<file path="src/rtl/hex_counter_display.sv">
// Multi-digit hex/BCD up/down counter stepped by a synchronised pushbutton level,
// with registered seven-segment and LED readout. Define LEADING_ZERO_BLANK_EN to blank leading zeros.
module hex_counter_display #(
    parameter int DIGITS = 2,
    parameter int BCD    = 0,
    parameter int LED_W  = 10
) (
    input  logic                  Clock,
    input  logic                  Reset,
    input  logic                  Step,
    input  logic                  Load,
    input  logic                  Up,
    input  logic [4*DIGITS-1:0]   Data,
    output logic [7*DIGITS-1:0]   HEX,
    output logic [LED_W-1:0]      LEDR,
    output logic                  Wrap
);

    localparam int CW = 4 * DIGITS;

    function automatic logic [6:0] seg7(input logic [3:0] v);
        case (v)
            4'h0: seg7 = 7'b1000000;
            4'h1: seg7 = 7'b1111001;
            4'h2: seg7 = 7'b0100100;
            4'h3: seg7 = 7'b0110000;
            4'h4: seg7 = 7'b0011001;
            4'h5: seg7 = 7'b0010010;
            4'h6: seg7 = 7'b0000010;
            4'h7: seg7 = 7'b1111000;
            4'h8: seg7 = 7'b0000000;
            4'h9: seg7 = 7'b0010000;
            4'hA: seg7 = 7'b0001000;
            4'hB: seg7 = 7'b0000011;
            4'hC: seg7 = 7'b1000110;
            4'hD: seg7 = 7'b0100001;
            4'hE: seg7 = 7'b0000110;
            default: seg7 = 7'b0001110;
        endcase
    endfunction

    logic          s1, s2, d;
    logic          armed;
    logic [1:0]    fill;
    logic          step_edge;
    logic [CW-1:0] count;
    logic [CW-1:0] stepped;
    logic          step_wrap;
    logic [CW-1:0] load_val;
    logic          wrap_q;
    logic [7*DIGITS-1:0] hex_next;

    // armed waits until s2 carries a real sample, so a Step held through reset never counts
    assign step_edge = s2 & ~d & armed;

    // NOTE: every variable assigned in a combinational block gets a default first so no latch is inferred.
    always_comb begin : next_count
        logic [3:0] dg;
        logic       carry;
        stepped   = count;
        step_wrap = 1'b0;
        carry     = 1'b1;
        dg        = 4'd0;
        if (BCD != 0) begin
            for (int i = 0; i < DIGITS; i++) begin
                dg = count[4*i +: 4];
                if (carry) begin
                    if (Up) begin
                        if (dg >= 4'd9) dg = 4'd0;
                        else begin dg = dg + 4'd1; carry = 1'b0; end
                    end else begin
                        if (dg == 4'd0) dg = 4'd9;
                        else begin dg = dg - 4'd1; carry = 1'b0; end
                    end
                end
                stepped[4*i +: 4] = dg;
            end
            step_wrap = carry;
        end else if (Up) begin
            stepped   = count + CW'(1);
            step_wrap = &count;
        end else begin
            stepped   = count - CW'(1);
            step_wrap = ~|count;
        end
    end

    always_comb begin : clamp_load
        load_val = Data;
        if (BCD != 0) begin
            for (int i = 0; i < DIGITS; i++) begin
                if (Data[4*i +: 4] > 4'd9) load_val[4*i +: 4] = 4'd9;
            end
        end
    end

    always_comb begin : decode
        logic [3:0] dg;
`ifdef LEADING_ZERO_BLANK_EN
        logic seen;
        seen = 1'b0;
`endif
        hex_next = '0;
        dg       = 4'd0;
        for (int i = DIGITS - 1; i >= 0; i--) begin
            dg = count[4*i +: 4];
            hex_next[7*i +: 7] = seg7(dg);
`ifdef LEADING_ZERO_BLANK_EN
            if (dg != 4'd0) seen = 1'b1;
            else if (!seen && i != 0) hex_next[7*i +: 7] = 7'b1111111;
`endif
        end
    end

    // NOTE: sequential state uses non-blocking assignments; the synchronous reset clears every flop.
    always_ff @(posedge Clock) begin
        if (Reset) begin
            s1     <= 1'b0;
            s2     <= 1'b0;
            d      <= 1'b0;
            fill   <= 2'b00;
            armed  <= 1'b0;
            count  <= '0;
            wrap_q <= 1'b0;
            Wrap   <= 1'b0;
            HEX    <= {DIGITS{7'b1000000}};
            LEDR   <= '0;
        end else begin
            s1     <= Step;
            s2     <= s1;
            d      <= s2;
            fill   <= {fill[0], 1'b1};
            armed  <= armed | (fill[1] & ~s2);
            wrap_q <= 1'b0;
            if (Load) begin
                count <= load_val;
            end else if (step_edge) begin
                count  <= stepped;
                wrap_q <= step_wrap;
            end
            // Wrap is delayed one stage so it lines up with the HEX/LEDR refresh
            Wrap <= wrap_q;
            HEX  <= hex_next;
            LEDR <= LED_W'(count);
        end
    end

endmodule
</file>
<file path="config.mk">
export PLATFORM = sky130hd
export DESIGN_NAME = hex_counter_display
export DESIGN_NICKNAME = d
export VERILOG_FILES = /design/src/rtl/hex_counter_display.sv
export SDC_FILE = /design/constraint.sdc
export NUM_CORES = 1
export LEC_CHECK = 0
export CORE_ASPECT_RATIO = 0.5
export CORE_MARGIN = 2
export CORE_UTILIZATION = 55
export CTS_BUF_LIST = sky130_fd_sc_hd__clkbuf_4
export CTS_CLUSTER_DIAMETER = 40
export DETAILED_ROUTE_END_ITERATION = 6
export PLACE_DENSITY_LB_ADDON = 0.05
export SLEW_MARGIN = 20
export SYNTH_ARGS = -nofsm -noshare
export SYNTH_HDL_FRONTEND = slang
export SYNTH_SLANG_ARGS = --single-unit
</file>
<file path="constraint.sdc">
create_clock -name Clock -period 5.5 [get_ports Clock]
set_input_delay 1.1 -clock Clock [delete_from_list [all_inputs] [get_ports Clock]]
set_output_delay 1.1 -clock Clock [all_outputs]
set_load 0.01 [all_outputs]
</file>
==> results.json, run 1 <==
{
  "status": "complete, no violations",
  "worstPathArrival_ps": 3130,
  "seq_power_share_pct": 50.0,
  "diodes": 0,
  "cts_buffer_depth": 2,
  "first_pass_iters": 4,
  "p_leak_nw": 0.9212,
  "grt-ovfl-total": 0,
  "start_util_pct": 60.02,
  "cts.clk_slew.worst_paths_ps": 110,
  "crit_fanout": 7,
  "synth_seq_area_share_pct": 40.43,
  "track_usage_pct": 21.44,
  "drt-initial-drc-count": 102,
  "rrSetupSlack_ps": 3460,
  "wirelength_mm": 3.870,
  "cts.repair.resized": 0,
  "crit_path_start": "Up",
  "routed_via_density": 5.619,
  "ys_seq_elements": 38,
  "die_w_um": 86.72,
  "reg2reg_to": "count[5]",
  "final.setup.tns_ps": 0,
  "drive_gt1_share_pct": 6.911,
  "max_stage_delay_ps": 530,
  "relSlewSlack_pct": 59.02,
  "io_pins": 38,
  "rsz0062_at_grt": "false",
  "area_growth_pct": 22.87,
  "nets": 276,
  "syn_inst": 215,
  "worst_pin_slew_ps": 613.8,
  "hold_path_class": "flip-flop to flip-flop",
  "crit_end": "count[5]",
  "hpwl_mm": 2.722,
  "place_congestion": 0.8478,
  "holdWs_ps": 460.9,
  "numCtsBuffers": 5,
  "power_frac_comb_pct": 17.8,
  "cts_max_level": 2,
  "synth_edf_count": 0,
  "r2r_start": "count[2]",
  "clock_latency_ps": 350,
  "port_buffers": 35,
  "p_int_w": 0.0004513,
  "cpMaxStageDelayCell": "clkdlybuf4s50_1",
  "vdd_drop_max_v": 0.0001714,
  "first_global_vias": 1377,
  "grt_first_pass_wirelength_mm": 6.306,
  "setup_viol": 0,
  "max_clock_freq_mhz": 346.1,
  "p_sw_w": 0.0001569,
  "syn_area_um2": 1882,
  "synthDistinctLibCells": 44,
  "timing.final.crit_share_pct": 52.54,
  "place_area_um2": 2230,
  "synth_flop_cell": "dfxtp_1",
  "avgSynthCellArea_um2": 8.753,
  "dieArea_um2": 3934,
  "root_buffer": "clkbuf_4",
  "hold_violations": 0,
  "startpoint_type": "input port",
  "ant_nets": 0,
  "dp.cells": 278,
  "route.vias.total": 1607,
  "switching_share_pct": 25.80,
  "grt_max_degree": 36,
  "endpoint_kind": "flip-flop",
  "clkPwrFrac_pct": 32.2,
  "die_h_um": 45.36,
  "power_density_nw_per_um2": 263.1,
  "critPathKind": "input port to flip-flop",
  "clock_skew_ps": 3.352,
  "stdcell_count": 286,
  "drt-wirelength-per-cell_um": 13.53,
  "finalCriticalPeriod_ps": 2890,
  "cts_tree": "done",
  "yosys_warnings": 0,
  "worstPathRequired_ps": 5740,
  "maxCapViolations": 0,
  "clock_sink_count": 38,
  "drc": 0,
  "cts_setup_buffers": 0,
  "hold_buffers": 0,
  "worstRegToRegCells": 6,
  "core_um2": 3136,
  "final_cell_area_um2": 2312,
  "synth-async-reset-ratio_pct": 0,
  "antenna_found_initial": 0,
  "maxSlewViolCount": 0,
  "rows": 14,
  "power_w": 0.0006083,
  "crit_chain": "clkdlybuf4s50_1 -> inv_1 -> ha_1 -> nand2_1 -> o31ai_2 -> xor2_1 -> a221oi_1 -> nor2_1"
}
-- power groups by stage --
stage	combinational [W]	sequential (W)	clock (W)
floorplan	0.0000716	0.000307	0
global placement	0.000105	0.000309	0
detailed placement	0.000107	0.000310	0
CTS	0.000108	0.000304	0.000199
global route	0.000120	0.000307	0.000211
finish	0.000108	0.000304	0.000196
-- per-stage QoR --
stage / setup WS, ps / utilization [%]
after floorplan: 3010 / -
after global placement: 2341 / 71.11
after detailed placement: 2247 / 71.11
after CTS: 2618 / 73.74
after global routing: 2461 / 73.74
final: 2610 / 73.74
-- cells in the final DEF, fill, tap and decap left out, types with 2 or more instances in the layout --
| master | instances |
|---|---|
| a21oi_1 | 15 |
| a221oi_1 | 3 |
| dfxtp_1 | 38 |
| nor3_1 | 4 |
| nor2b_1 | 9 |
| xor2_1 | 2 |
| a311oi_1 | 4 |
| nor2_1 | 34 |
| conb_1 | 2 |
| xnor2_1 | 4 |
| inv_1 | 9 |
| a211o_1 | 2 |
| nand2_1 | 19 |
| nand4_1 | 2 |
| clkbuf_4 | 7 |
| o21a_1 | 2 |
| a211oi_1 | 7 |
| nand2b_1 | 2 |
| ha_1 | 17 |
| o21ai_0 | 5 |
| clkdlybuf4s50_1 | 35 |
-- layout make-up --
type                            instances  area, um2
Clock buffer                            7      52.55
Fill cell                             237      823.3
Timing Repair Buffer                   36      357.8
Inverter                                9      33.78
Clock inverter                          1      30.03
Multi-Input combinational cell        155       1027
Sequential cell                        38      760.7
Tap cell                               40      50.05
-- kinds of logic (layout without fill, tap and decap cells) --
group,Yosys count,count (layout),synth area share [%]
fa+ha+maj,18,18,12.37
other cells,1,2,0.1993
flops,38,38,40.43
compound gates,51,51,19.61
mux,2,2,1.130
buf+inv,23,53,5.185
xor+xnor,6,6,2.793
simple gates,76,76,18.28
-- how the worst min path moves through the flow --
stage               startpoint       to  cells after the start
floorplan               wrap_q     Wrap                      1
global placement       fill[0]  fill[1]                      1
detailed placement          s1       s2                      1
CTS                    fill[0]  fill[1]                      1
global route           fill[0]  fill[1]                      1
finish                 fill[0]  fill[1]                      1
-- synth_stat cells (all sizes together) (2+ instances only) --
cell type,count,area share [%]
a211o,2,0.93
a211oi,8,3.5
a21oi,15,4.0
a221oi,4,2.2
a311oi,4,1.9
buf,5,1.6
clkbuf,9,1.8
dfxtp,38,40
ha,17,11
inv,9,1.8
nand2,19,3.8
nand2b,2,0.66
nand4,2,0.66
nor2,35,7.4
nor2b,9,3.0
nor3,4,1.1
o21a,2,0.80
o21ai,5,1.3
xnor2,4,1.9
xor2,2,0.93
-- critical path, delay by kind of cell --
family,cells,cell delay [ps]
adders and majority gates,1,380
buffers and inverters,2,710
AOI/OAI and AO/OA,2,670
and+or+nand+nor,2,150
xor gates and xnor gates,1,110
-- state kept, by name (all words and copies together), names as in the netlist --
name	cells
s1	1
wrap_q	1
d	1
LEDR	8
count	8
HEX	14
armed	1
Wrap	1
fill	2
s2	1
-- routing by layer --
| layer | part of all wire, % | track usage, % | vias to the layer above |
|---|---|---|---|
| met2 | 44 | 33.54 | 49 |
| met1 | 49 | 28.99 | 747 |
| met5 | 0 | 0 | - |
| met3 | 5.5 | 6.033 | 7 |
| met4 | 1.4 | 7.500 | 0 |
| li1 | - | - | 804 |
No activity file was read; power rests on OpenSTA's default activity.
==> run 2: changes to the inputs <==
- CORE_UTILIZATION: 55 -> 53
- clock period: 5.5 -> 2.8 ns (I/O delays scaled with it)
==> run 2 against run 1 <==
Worst hold slack worse by 2.4 ps. Largest power group unchanged. Largest cell class unchanged. Flip-flop and latch count stayed put. Utilization is 4.7 points lower. Clock skew is 7.5 ps higher. Setup slack worse by 2200 ps. Clock power is 130% higher. Sequential share of layout area is 0.66 points lower. Combinational power is 100% higher. First-iteration DRC count is 23% lower. Register-to-register slack worse by 2700 ps. Sequential power is 97% higher.
==> results.json, run 2 (synthesis gave the netlist of run 1 again) <==
{
  "status": "complete, no violations",
  "cts_max_level": 2,
  "hold_path_class": "flip-flop to flip-flop",
  "maxCapViolations": 0,
  "worst_pin_slew_ps": 648.9,
  "drc": 0,
  "cpMaxStageDelayCell": "clkdlybuf4s50_1",
  "cts_buffer_depth": 2,
  "die_h_um": 46.14,
  "io_pins": 38,
  "area_growth_pct": 25.40,
  "worstPathBufferInverterCount": 2,
  "die_w_um": 88.27,
  "power_w": 0.001274,
  "holdPathEnd": "Wrap",
  "crit_family": "compound AO/OA/AOI/OAI gates",
  "wirelength_mm": 4.164,
  "clock_latency_ps": 350,
  "endpoint_kind": "flip-flop",
  "reg2reg_to": "count[5]",
  "hold_path.startpoint": "wrap_q",
  "start_util_pct": 55.09,
  "numCtsBuffers": 5,
  "max_stage_delay_ps": 550,
  "relSlewSlack_pct": 56.68,
  "core_um2": 3416,
  "hold_buffers": 0,
  "rows": 15,
  "rrSetupSlack_ps": 760,
  "hold_violations": 0,
  "drt-initial-drc-count": 79,
  "dp.cells": 291,
  "crit_chain": "clkdlybuf4s50_1 -> inv_1 -> ha_1 -> a211oi_2 -> o31ai_2 -> a211oi_1 -> nor2_1 -> o32ai_1",
  "power_density_nw_per_um2": 539.8,
  "cts.repair.resized": 0,
  "port_buffers": 35,
  "cts_setup_buffers": 0,
  "clock_skew_ps": 10.82,
  "maxSlewViolCount": 0,
  "routed_via_density": 5.448,
  "mostFrequentLayoutCells": "dfxtp_1, clkdlybuf4s50_1, nor2_1",
  "worstPathRequired_ps": 3060,
  "nets": 278,
  "rsz0062_at_grt": "false",
  "antenna_found_initial": 0,
  "met3_usage_pct": 6.631,
  "fin_util_pct": 69.08,
  "max_clock_freq_mhz": 420.1,
  "crit_fanout": 7,
  "reg_top3": "HEX: 14 flops, LEDR: 8 flops, count: 8 flops",
  "regMostFlops": "HEX",
  "first_global_vias": 1384,
  "met1_usage_pct": 28.71,
  "cts_tree": "done",
  "drive_gt1_share_pct": 7.258,
  "cts.clk_slew.worst_paths_ps": 120,
  "worstPathArrival_ps": 2640,
  "grt_max_degree": 20,
  "final.setup.tns_ps": 0,
  "finalCriticalPeriod_ps": 2380,
  "r2r_start": "count[2]",
  "gr-usage-met2_pct": 35.49,
  "track_usage_pct": 21.82,
  "clock_sink_count": 38,
  "setup_viol": 0,
  "startpoint_type": "input port",
  "grt-ovfl-total": 0,
  "diodes": 0,
  "drt-wirelength-per-cell_um": 13.93,
  "route.vias.total": 1629,
  "ant_nets": 0,
  "pre_cts_slack_ps": 73.01,
  "vdd_drop_max_v": 0.0003486,
  "root_buffer": "clkbuf_4",
  "first_pass_iters": 4,
  "place_congestion": 0.8752,
  "busiest_layer": "met2",
  "timing.final.crit_share_pct": 85.02,
  "critPathKind": "input port to flip-flop",
  "stdcell_count": 299,
  "timing.final.ws_setup_ps": 419.6,
  "dieArea_um2": 4072,
  "hpwl_mm": 2.994,
  "p_leak_nw": 0.9373,
  "grt_first_pass_wirelength_mm": 6.589,
  "whs_path_depth": 1,
  "layout_commonest_cell": "dfxtp_1",
  "largest_reg_flops": 14,
  "worstRegToRegCells": 6
}
[run 2: per-stage QoR]
stage / area, um2 / hold WS, ps
3_3_place_gp: 2258 / 418.6
3_5_place_dp: 2258 / 436.6
2_1_floorplan: 1886 / 413.8
5_1_grt: 2360 / 479.4
4_1_cts: 2360 / 463.3
6_report: 2360 / 458.5
[run 2: cell type report]
class                      count  area [um2]
sequential                    38       760.7
fill                         288        1056
clock buffer                   5       37.54
multi-input combinational    155        1027
tap                           51       63.81
clock inverter                 3       63.81
inverter                       9       33.78
timing repair buffer          38       372.9
[run 2: worst max-delay path by stage]
stage	startpoint	to	slack [ps]	cells after the start
CTS	Up	count[7]	430	8
global placement	Up	count[6]	160	8
floorplan	Up	count[6]	850	7
finish	Up	count[7]	420	8
global route	Up	count[6]	290	8
detailed placement	Up	count[5]	70	8
[run 2: layer usage]
layer / share of wire [%] / wire (um)
met1: 47 / 1970
met2: 44 / 1850
met3: 7.4 / 307
met4: 0.89 / 37
met5: 0 / 0
[run 2: where the power goes]
group | internal [W] | leakage [nW] | switching (W)
sequential | 0.000569 | 0.312 | 0.0000295
clock | 0.000275 | 0.0528 | 0.000183
combinational | 0.000111 | 0.572 | 0.000107
total | 0.000955 | 0.937 | 0.000319
==> run 3: changes to the inputs <==
- CORE_UTILIZATION: 53 -> 48
- clock period: 2.8 -> 2 ns (I/O delays scaled with it)
==> run 3 against run 2 <==
Combinational power up 71%. Clock-buffer cell count unchanged. Critical path depth unchanged. Routed wire length down 1.8%. Final cell count up 5.0%. Die area up 9.7%. Critical path type unchanged. Largest power group unchanged.
==> results.json, run 3 (synthesis gave the netlist of run 1 again) <==
{
  "worstPathRequired_ps": 2260,
  "reg_top3": "HEX: 14 flops, LEDR: 8 flops, count: 8 flops",
  "cts_setup_buffers": 0,
  "p_leak_nw": 1.008,
  "vdd_drop_max_v": 0.0003991,
  "drt-initial-drc-count": 72,
  "p_sw_w": 0.0004753,
  "nFillCells": 334,
  "grt_first_pass_wirelength_mm": 6.458,
  "crit_chain": "clkdlybuf4s50_1 -> inv_2 -> ha_1 -> a21oi_2 -> o31ai_4 -> a211oi_2 -> nor2_1 -> o32ai_1",
  "route.vias.total": 1602,
  "crit_fanout": 6,
  "worstPathArrival_ps": 2260,
  "numCtsBuffers": 5,
  "setup_viol": 0,
  "die_h_um": 48.28,
  "clock_sink_count": 38,
  "seqCellArea_um2": 760.7,
  "multiInputGateArea_um2": 1090,
  "regMostFlops": "HEX",
  "track_usage_pct": 19.07,
  "dieArea_um2": 4468,
  "grt_max_degree": 35,
  "first_global_vias": 1370,
  "io_pins": 38,
  "drt-wirelength-per-cell_um": 13.03,
  "mostFrequentLayoutCells": "dfxtp_1, clkdlybuf4s50_1, nor2_1",
  "clkPwrFrac_pct": 35.8,
  "antenna_found_initial": 0,
  "drc": 0,
  "area_growth_pct": 34.64,
  "max_clock_freq_mhz": 502.1,
  "hpwl_mm": 2.887,
  "cts_max_level": 2,
  "core_um2": 3824,
  "layout_commonest_cell": "dfxtp_1",
  "nets": 290,
  "start_util_pct": 49.21,
  "finalCriticalPeriod_ps": 1991,
  "hold_violations": 0,
  "rsz0062_at_grt": "true",
  "endpoint_kind": "flip-flop",
  "dp.cells": 306,
  "switching_share_pct": 25.69,
  "seq_power_share_pct": 44.1,
  "maxCapViolations": 0,
  "max_stage_delay_ps": 490,
  "p_int_w": 0.001375,
  "grt-ovfl-total": 0,
  "wirelength_mm": 4.091,
  "stdcell_count": 314,
  "power_density_nw_per_um2": 730.3,
  "hold_path_class": "flip-flop to flip-flop",
  "cts_buffer_depth": 2,
  "status": "complete, no violations",
  "largest_reg_flops": 14,
  "clock_latency_ps": 350,
  "first_pass_iters": 4,
  "root_buffer": "clkbuf_4",
  "cts.clk_slew.worst_paths_ps": 120,
  "port_buffers": 35,
  "cts_tree": "done",
  "timing.final.crit_share_pct": 99.57,
  "critPathKind": "input port to flip-flop",
  "cpMaxStageDelayCell": "clkdlybuf4s50_1",
  "drive_gt1_share_pct": 16.54,
  "clock_skew_ps": 6.919,
  "routed_via_density": 5.102,
  "place_congestion": 0.8067,
  "final.setup.tns_ps": 0,
  "die_w_um": 92.55,
  "rows": 16,
  "ant_nets": 0,
  "maxSlewViolCount": 0,
  "power_frac_comb_pct": 20.1,
  "startpoint_type": "input port",
  "diodes": 0
}
[run 3: final cells by class]
type	instances	share of cell area (%)
multi-input cells	155	43.01
flip-flops and latches	38	30.02
repair buffers	50	18.77
clock inverters	3	2.716
well taps	54	2.667
clock buffers	5	1.481
inverters	9	1.333
[run 3: routing by layer]
| metal | vias up | wire, um | track usage, % |
|---|---|---|---|
| met4 | 0 | 36 | 5.373 |
| met5 | - | 0 | 0 |
| met1 | 739 | 2074 | 25.78 |
| li1 | 827 | - | - |
| met2 | 30 | 1805 | 31.53 |
| met3 | 6 | 175 | 4.791 |
[run 3: worst max-delay path: cells and delay by family]
| kind | cells | cell delay [ps] |
|---|---|---|
| compound gates | 4 | 840 |
| fa+ha+maj | 1 | 360 |
| buf+inv | 2 | 590 |
| simple gates | 1 | 80 |
[run 3: path summary, 6_finish.rpt]
| check | start | endpoint | slack (ps) | cells after the start |
|---|---|---|---|---|
| setup / recovery | Up | count[7] | 9 | 8 |
| hold / removal | wrap_q | Wrap | 450 | 1 |
| setup reg to reg | count[1] | count[7] | 160 | 6 |
| hold reg to reg | wrap_q | Wrap | 450 | 1 |
[run 3: power by group through the flow]
stage	registers [W]	clock network [W]	logic (W)
finish	0.000816	0.000662	0.000372
global route	0.000821	0.000707	0.000413
CTS	0.000815	0.000675	0.000350
detailed placement	0.000833	0	0.000347
floorplan	0.000846	0	0.000197
global placement	0.000832	0	0.000342
[run 3: timing repair]
action | in CTS | in global routing
pin swaps | 0 | 5
hold buffers | 0 | 0
setup endpoints to repair | 2 | 5
gates resized for setup | 1 | 13
[run 3: per-stage QoR]
stage	cell area (um2)	setup slack [ps]	utilization, %	hold slack (ps)	power (W)
6_report	2534	8.547	66.26	453.7	0.001850
5_1_grt	2534	-33.57	66.26	460.1	0.001941
4_1_cts	2475	2.876	64.73	456.1	0.001841
3_5_place_dp	2365	-408.7	61.85	426.4	0.001179
3_3_place_gp	2365	-347.4	61.85	417.5	0.001174
2_1_floorplan	1886	209.8	-	413.8	0.001042
